`config.mk`:
```
export PLATFORM = sky130hd
export DESIGN_NAME = hazard_scoreboard
export DESIGN_NICKNAME = d
export VERILOG_FILES = /design/src/rtl/hazard_pkg.sv /design/src/rtl/hazard_load_tracker.sv /design/src/rtl/hazard_scoreboard.sv
export SDC_FILE = /design/constraint.sdc
export NUM_CORES = 1
export LEC_CHECK = 0
export ABC_AREA = 1
export ABC_CLOCK_PERIOD_IN_PS = 3500
export CAP_MARGIN = 20
export CORE_UTILIZATION = 25
export CTS_CLUSTER_SIZE = 20
export DETAILED_ROUTE_END_ITERATION = 16
export GPL_TIMING_DRIVEN = 0
export PLACE_DENSITY = 0.47
export SLEW_MARGIN = 30
export SYNTH_ARGS = -nofsm -noshare
export SYNTH_HDL_FRONTEND = slang
export SYNTH_HIERARCHICAL = 1
export SYNTH_SLANG_ARGS = --single-unit
```
`constraint.sdc`:
```
create_clock -name clk -period 3.5 [get_ports clk]
set_input_delay 0.525 -clock clk [delete_from_list [all_inputs] [get_ports clk]]
set_output_delay 0.525 -clock clk [all_outputs]
set_load 0.05 [all_outputs]
```
`src/rtl/hazard_pkg.sv`:
```
// Shared types and constants for the hazard scoreboard slice.
// Holds register index type, load pipe slot and latency floor.
package hazard_pkg;

    localparam int NUM_REGS_MAX = 32;
    localparam int LOAD_LAT_MIN = 2;

    typedef logic [$clog2(NUM_REGS_MAX)-1:0] reg_idx_t;

    typedef struct packed {
        logic     valid;
        reg_idx_t rd;
    } load_slot_t;

endpackage

```
`src/rtl/hazard_load_tracker.sv`:
```
// Fixed-latency load tracker: LOAD_LAT-1 stage shift pipe of {valid, rd}.
// Ports: clk, rst (sync, high), push/push_rd (load issue), busy (per reg).
module hazard_load_tracker
    import hazard_pkg::*;
#(
    parameter int NUM_REGS = 32,
    parameter int LOAD_LAT = 2
) (
    input  logic                clk,
    input  logic                rst,
    input  logic                push,
    input  reg_idx_t            push_rd,
    output logic [NUM_REGS-1:0] busy
);

    localparam int STAGES = LOAD_LAT - 1;

    load_slot_t pipe_q [STAGES];
    load_slot_t pipe_d [STAGES];

    // The pipe never stalls: stage 0 takes the new load (or a bubble).
    always_comb begin
        pipe_d[0].valid = push;
        pipe_d[0].rd    = push ? push_rd : '0;
        for (int s = 1; s < STAGES; s++) begin
            pipe_d[s] = pipe_q[s-1];
        end
    end

    always_ff @(posedge clk) begin
        for (int s = 0; s < STAGES; s++) begin
            if (rst) pipe_q[s] <= '0;
            else     pipe_q[s] <= pipe_d[s];
        end
    end

    always_comb begin
        busy = '0;
        for (int r = 1; r < NUM_REGS; r++) begin
            for (int s = 0; s < STAGES; s++) begin
                if (pipe_q[s].valid && pipe_q[s].rd == reg_idx_t'(r))
                    busy[r] = 1'b1;
            end
        end
    end

endmodule

```
`src/rtl/hazard_scoreboard.sv`:
```
// Hazard unit: load tracker + MDU scoreboard -> stall/flush controls.
// Ports: ID operands/class, MDU done pulse, EX redirect; outputs
// stall_if/stall_id/flush_id/flush_ex and mdu_pending. Defining
// HAZARD_PERF_EN adds perf_stall_cycles / perf_flush_cycles counters.
module hazard_scoreboard
    import hazard_pkg::*;
#(
    parameter int NUM_REGS  = 32,
    parameter int LOAD_LAT  = 2,
    parameter int MDU_DEPTH = 2,
    localparam int RW = $clog2(NUM_REGS),
    localparam int CW = MDU_DEPTH + 1
) (
    input  logic          clk,
    input  logic          rst,
    input  logic          id_valid,
    input  logic [RW-1:0] id_rs1,
    input  logic [RW-1:0] id_rs2,
    input  logic          id_rs1_used,
    input  logic          id_rs2_used,
    input  logic [RW-1:0] id_rd,
    input  logic          id_rd_we,
    input  logic          id_is_load,
    input  logic          id_is_mdu,
    input  logic          mdu_done,
    input  logic [RW-1:0] mdu_done_rd,
    input  logic          ex_redirect,
    output logic          stall_if,
    output logic          stall_id,
    output logic          flush_ex,
    output logic          flush_id,
    output logic [CW-1:0] mdu_pending
`ifdef HAZARD_PERF_EN
    ,
    output logic [31:0]   perf_stall_cycles,
    output logic [31:0]   perf_flush_cycles
`endif
);

    if (LOAD_LAT < LOAD_LAT_MIN) begin : g_lat_chk
        $error("LOAD_LAT below LOAD_LAT_MIN");
    end
    if (MDU_DEPTH < 1 || MDU_DEPTH > 4) begin : g_mdu_chk
        $error("MDU_DEPTH out of range 1..4");
    end
    if (NUM_REGS > NUM_REGS_MAX) begin : g_reg_chk
        $error("NUM_REGS exceeds reg_idx_t range");
    end

    logic [NUM_REGS-1:0] ld_busy, busy;
    logic [NUM_REGS-1:0] pend_q, pend_d;
    logic [CW-1:0]       mdu_cnt_q, mdu_cnt_d;
    logic raw, waw, full, hz, issue;
    logic ld_push, mdu_inc, mdu_dec;

    hazard_load_tracker #(
        .NUM_REGS (NUM_REGS),
        .LOAD_LAT (LOAD_LAT)
    ) u_ld (
        .clk     (clk),
        .rst     (rst),
        .push    (ld_push),
        .push_rd (reg_idx_t'(id_rd)),
        .busy    (ld_busy)
    );

    // A completing MDU op is not busy: writeback forwards its value.
    always_comb begin
        busy = '0;
        for (int r = 1; r < NUM_REGS; r++) begin
            busy[r] = ld_busy[r] ||
                (pend_q[r] && !(mdu_done && mdu_done_rd == RW'(r)));
        end
    end

    // cnt - done == DEPTH can only hold with no done this cycle.
    always_comb begin
        raw  = id_valid && ((id_rs1_used && busy[id_rs1]) ||
                            (id_rs2_used && busy[id_rs2]));
        waw  = id_valid && id_rd_we && id_rd != '0 && busy[id_rd];
        full = id_valid && id_is_mdu && !mdu_done &&
               mdu_cnt_q == CW'(MDU_DEPTH);
        hz    = raw || waw || full;
        issue = id_valid && !hz && !ex_redirect;
    end

    always_comb begin
        stall_if = 1'b0;
        stall_id = 1'b0;
        flush_ex = 1'b0;
        flush_id = 1'b0;
        if (ex_redirect) begin
            flush_id = 1'b1;
            flush_ex = 1'b1;
        end else begin
            stall_if = hz;
            stall_id = hz;
            flush_ex = hz;
        end
    end

    always_comb begin
        ld_push = issue && id_is_load && id_rd_we && id_rd != '0;
        mdu_inc = issue && id_is_mdu;
        // Spurious done with nothing outstanding is dropped.
        mdu_dec = mdu_done && mdu_cnt_q != '0;
        mdu_cnt_d = mdu_cnt_q + CW'(mdu_inc) - CW'(mdu_dec);
        pend_d = pend_q;
        if (mdu_done) pend_d[mdu_done_rd] = 1'b0;
        if (mdu_inc && id_rd != '0) pend_d[id_rd] = 1'b1;
        pend_d[0] = 1'b0;
    end

    always_ff @(posedge clk) begin
        if (rst) begin
            pend_q    <= '0;
            mdu_cnt_q <= '0;
        end else begin
            pend_q    <= pend_d;
            mdu_cnt_q <= mdu_cnt_d;
        end
    end

    always_ff @(posedge clk) begin
        if (!rst) begin
            assert (!(mdu_done && mdu_cnt_q == '0))
            else $error("mdu_done with no outstanding MDU op");
        end
    end

    assign mdu_pending = mdu_cnt_q;

`ifdef HAZARD_PERF_EN
    logic [31:0] perf_stall_q, perf_stall_d;
    logic [31:0] perf_flush_q, perf_flush_d;

    always_comb begin
        perf_stall_d = perf_stall_q + 32'(stall_id);
        perf_flush_d = perf_flush_q + 32'(flush_id);
    end

    always_ff @(posedge clk) begin
        if (rst) begin
            perf_stall_q <= '0;
            perf_flush_q <= '0;
        end else begin
            perf_stall_q <= perf_stall_d;
            perf_flush_q <= perf_flush_d;
        end
    end

    assign perf_stall_cycles = perf_stall_q;
    assign perf_flush_cycles = perf_flush_q;
`endif

endmodule

```
==> results of run 1 <==
==> layout make-up <==
class	count	share of cell area, %
buffer	26	3.08
clock buffer	5	2.47
clock inverter	3	0.839
inverter	95	7.60
multi-input combinational	464	52.7
sequential	40	15.8
tap	176	4.34
timing repair buffer	79	13.1
==> worst paths after layout <==
path	depth (start not counted)	endpoint	slack (ps)	from
worst min register to register	2	pend_q[9]	500	pend_q[9]
worst min-delay path	3	u_ld/pipe_q[0][2]	480	id_rd[2]
worst max-delay path	22	mdu_pending[1]	180	mdu_done_rd[2]
worst max register to register	23	mdu_pending[1]	250	u_ld/pipe_q[0][0]
==> registers in the layout, summed over array words and instances (netlist names) <==
name	count
mdu_pending	3
pend_q	31
u_ld/pipe_q	6
==> stage by stage <==
| step | setup slack (ps) | instances | utilization, % | instance area, um2 | hold WS, ps |
|---|---|---|---|---|---|
| detailed placement | -1470 | 835 | 29.9 | 3960 | 496 |
| CTS | 6.00 | 875 | 36.0 | 4760 | 490 |
| global route | -3.09 | 888 | 38.3 | 5070 | 516 |
| global placement | -1450 | 835 | 29.9 | 3960 | 484 |
| floorplan | 173 | 625 | - | 3400 | 450 |
| finish | 178 | 888 | 38.3 | 5070 | 476 |
==> power by group through the flow <==
stage / registers [uW] / logic [uW] / clock network, uW
global route: 485 / 510 / 552
global placement: 492 / 387 / 0
CTS: 483 / 438 / 536
finish: 483 / 470 / 531
floorplan: 539 / 198 / 0
detailed placement: 492 / 389 / 0
==> worst register-to-register path, delay by kind of cell (launching register included) <==
| kind | cells | cell delay, ps |
|---|---|---|
| and+or+nand+nor | 13 | 1310 |
| adders and majority gates | 3 | 840 |
| buffers and inverters | 6 | 460 |
| DFF | 1 | 380 |
| AOI/OAI and AO/OA | 1 | 120 |
==> routing by layer <==
metal / GRT usage [%] / wire length (um)
met5: 0 / 0
met4: 6.80 / 452
met3: 2.32 / 804
met2: 35.5 / 6940
met1: 30.5 / 7060
==> cells in the final DEF, fill, tap and decap left out, drive strengths merged, types with 2 or more instances in the layout <==
cell type      count
a21oi             34
buf               64
clkbuf            24
clkdlybuf4s15      2
clkdlybuf4s50     19
clkinv             2
clkinvlp           2
dfxtp             40
ha                 2
inv               93
nand2            157
nand3             89
nand3b             2
nand4             33
nor2              98
nor3               3
o21ai             39
o21bai             2
==> timing repair <==
action / in CTS / in global routing
gates cloned: 0 / 0
pin swaps: 19 / 34
endpoints found under the setup margin: 41 / 6
resized for setup: 176 / 86
setup buffers: 32 / 13
==> results.md, run 1 <==
- Status: finished, final reports clean
- Max-slew violation count: 0
- Drt drc: 0
- Worst hold path type: in -> reg
- Buf+Inv Stages, Crit Path: 5
- Hpwl dp: 11,400 um
- Max_slew headroom: 66.3%
- Vias: 4,431
- Die width: 119 um
- Initial core utilization: 25.7%
- Crit-path max cell delay: 530 ps
- Sequential share of power: 32.6%
- Nets@finish: 744
- Setup-failing EPs final: 0
- Internal power: 973 uW
- Slowest cell on crit path: fa_2
- Fmax: 301 MHz
- Clock Power Share: 35.8%
- Clk_lat worst skew: 290 ps
- Post-Route Setup TNS: 0 ps
- GRT overflow: 0
- Clock slew at reported path FFs: 60 ps
- I/O Pins: 37
- TritonCTS clock tree: yes
- Clk buf depth: 2
- Synth warn: 6
- CP Capture Type: flip-flop
- Initial drt markers: 415
- Wire length per cell: 17.2 um
- Clock sinks: 40
- Core box area: 0.0132 mm2
- Peak VDD IR: 0.235 mV
- Hold_buf cts: 0
- Leak: 0.00204 uW
- First drt pass iteration count: 8
- Net Count, Synth: 658
- Area Growth Syn to Fin: 49.2%
- Final Critical Period: 3320 ps
- Vias/cell: 4.99
- Max Cap Viol: 0
- Area of the multi-input gates: 0.00267 mm2
- Total power: 1480 uW
- Syn avg cell area: 5.44 um2
- Cell Area, Synth: 0.00340 mm2
- Skew final: 5.57 ps
- Endpoints failing hold: 0
- Syn Inst Count: 625
- Final period utilization: 94.9%
- Worst Path Max Fanout: 7
- Die Y-Extent: 119 um
- Clock Tree Root: clkbuf_16
- Crit path max-delay family: simple AND/OR/NAND/NOR gates
- FF/Latch Area: 801 um2
- Num CTS Buffers: 5
- Global-route wire length before repair: 23,400 um
- Logic pwr share: 31.6%
- Worst setup SP type: primary input
- Final RePlAce weighted congestion: 0.927
- Most frequent cell on the critical path: nand3_1
- Share of layout cells above drive strength 1: 25.4%
- Worst path cell trace: clkbuf_4, inv_4, nand3_4, o21ai_4, nand2_2, nand2_1, nand3_1, nand3_1, nand3_1, nand3_1, nand2_1, nand2_2, nand4_1, nor2_4, buf_6, nand2_1, ha_1, inv_1, ha_2, fa_2, inv_1, nor2_1
- Largest net degree at the start of global routing: 14
- # diodes: 0
- CP required: 3720 ps
- Fill cells: 1,468
- I/O Buffers: 34
- Sw frac: 34.5%
- Critical Path AT: 3550 ps
- PwrDens: 293 mW/mm2
- Standard-cell rows: 42
- Routed Antenna Nets: 0
- Total track usage: 22.0%
- Slew @ Worst Pin: 505 ps
- Die ar.: 0.0141 mm2
- Number of global-route vias before repair: 4,113
- Initial antenna violation count: 0
- Total wire length: 15,300 um
- Net Sw Power: 511 uW
- Critical path class: in -> reg
- H-tree depth: 2
(Power assumes the default switching activity.)
==> run 2: changes to the inputs <==
--- a/config.mk
+++ b/config.mk
@@ -8,12 +8,12 @@
 export ABC_AREA = 1
 export ABC_CLOCK_PERIOD_IN_PS = 3500
 export CAP_MARGIN = 20
-export CORE_UTILIZATION = 25
+export CORE_UTILIZATION = 52
 export CTS_CLUSTER_SIZE = 20
 export DETAILED_ROUTE_END_ITERATION = 16
 export GPL_TIMING_DRIVEN = 0
-export PLACE_DENSITY = 0.47
-export SLEW_MARGIN = 30
+export PLACE_DENSITY = 0.81
+export SLEW_MARGIN = 20
 export SYNTH_ARGS = -nofsm -noshare
 export SYNTH_HDL_FRONTEND = slang
 export SYNTH_HIERARCHICAL = 1
==> results.md, run 2 (synthesized netlist as in run 1, its figures left out) <==
- CP Capture Type: flip-flop
- Final Critical Period: 3360 ps
- Max_slew headroom: 66.5%
- # diodes: 0
- First drt pass iteration count: 8
- Routed Antenna Nets: 0
- Post-Route Setup TNS: 0 ps
- Die Y-Extent: 82.8 um
- Max Cap Viol: 0
- Most frequent cells in the layout: nand2_1 (150), nor2_1 (86), inv_1 (82), nand3_1 (76), dfxtp_1 (40)
- Clock slew at reported path FFs: 80 ps
- Vias: 4,489
- Wire length per cell: 17.3 um
- Area Growth Syn to Fin: 30.8%
- Die ar.: 0.00686 mm2
- Peak VDD IR: 0.366 mV
- Setup-failing EPs final: 0
- Clock Tree Root: clkbuf_8
- Critical path class: in -> reg
- Num CTS Buffers: 5
- Area of the multi-input gates: 0.00251 mm2
- I/O Pins: 37
- Share of layout cells above drive strength 1: 17.2%
- Total placed cells including tap cells: 736
- Final period utilization: 96.1%
- Slew @ Worst Pin: 502 ps
- Standard-cell rows: 29
- Initial core utilization: 53.8%
- Skew final: 5.28 ps
- RSZ-0062 raised after global routing: yes
- Global-route wire length before repair: 20,400 um
- Clk buf depth: 2
- Worst hold path type: reg -> reg
- PwrDens: 292 mW/mm2
- Worst path cell trace: clkbuf_4, nand3_4, o21ai_2, nand2_1, o21ai_0, nand2_1, nand2_1, nor2_1, nand2_1, nor2_1, nor2_1, nand4_1, nor2_4, buf_6, nand2_1, ha_1, inv_1, ha_1, fa_1, and3_1, nor3_2
- Worst Path Max Fanout: 7
- Max reg flops: 31
- Leak: 0.00186 uW
- Drt drc: 0
- Largest Register: pend_q
- Clock sinks: 40
- H-tree depth: 2
- Slowest cell on crit path: fa_1
- Crit-path max cell delay: 370 ps
- CP required: 3730 ps
- Clk_lat worst skew: 300 ps
- Status: finished, final reports clean
- Fill cells: 548
- Critical Path AT: 3590 ps
- Worst setup margin: 136 ps
- TritonCTS clock tree: yes
- Dpl ws: -1170 ps
- Nets@finish: 713
- I/O Buffers: 34
- Initial antenna violation count: 0
- Total track usage: 37.4%
- Core box area: 0.00631 mm2
- Fin cells: 758
- Buf+Inv Stages, Crit Path: 3
- Most frequent cell on the critical path: nand2_1
- Max-slew violation count: 0
- Final RePlAce weighted congestion: 0.967
- Fmax: 297 MHz
- Die width: 82.8 um
- Largest net degree at the start of global routing: 13
- Crit path max-delay family: simple AND/OR/NAND/NOR gates
- Initial drt markers: 678
- Total wire length: 13,100 um
- Endpoints failing hold: 0
- Post-Route Utilization: 70.4%
- Hold_buf cts: 0
- Commonest non-fill, non-tap cell in the layout: nand2_1
- Worst setup SP type: primary input
- Number of global-route vias before repair: 4,061
- FF/Latch Area: 801 um2
- Vias/cell: 5.92
- GRT overflow: 0
- Hpwl dp: 9630 um
## run 2: area by class of cell
type	count	area share [%]
Tap cell	77	2.17
Buffer	26	3.46
Inverter	95	8.30
Clock inverter	2	0.788
Sequential cell	40	18.0
Clock buffer	6	1.63
Multi-Input combinational cell	464	56.4
Timing Repair Buffer	48	9.20
## run 2: worst paths after layout
path	from	endpoint	slack [ps]	cells after the start
min reg2reg	pend_q[1]	pend_q[1]	500	2
max reg2reg	u_ld/pipe_q[0][5]	mdu_pending[2]	170	22
max	mdu_done_rd[1]	mdu_pending[2]	140	21
min	pend_q[1]	pend_q[1]	500	2
## run 2: where the power goes
part           internal, uW  leakage [uW]  total [uW]  switching [uW]
clock                   212     0.0000552         376             165
sequential              471      0.000323         482            11.6
combinational           148       0.00148         437             289
total                   830       0.00186        1300             466
## run 2: metrics by stage
step | power, uW | instance area (um2) | hold WS [ps]
CTS | 1270 | 4340 | 490
finish | 1300 | 4450 | 496
floorplan | 737 | 3400 | 450
global placement | 868 | 3830 | 476
global route | 1350 | 4450 | 509
detailed placement | 870 | 3830 | 492
## run 2: worst reg2reg max path: stages, from the launching register on
cell and delay, ps:
dfxtp_1 310, nand2_1 180, buf_4 220, nor2_1 60, inv_1 70, nand2_1 80
o21ai_1 160, nand2_1 70, nand3_1 70, nand3_1 120, nand3_1 120, nand2_1 70
nand2_2 100, nand4_1 150, nor2_4 130, buf_6 110, nand2_1 50, ha_1 290
inv_1 40, ha_1 180, fa_1 370, and3_1 200, nor3_2 100
## run 2: what timing repair did
action                                  CTS  global route
buffers inserted                         10             4
endpoints found under the setup margin   12             5
resized for setup                       151            52
pin swaps                                11             9
hold endpoints to repair                  0             0
## run 2: per-layer routing
metal  GRT usage [%]  part of all wire, %  up-vias
met3            5.47                   10       49
met2            58.6                   45      298
met4            17.9                  4.1        0
met1            50.6                   41     2014
met5               0                    0        -
li1                -                    -     2128
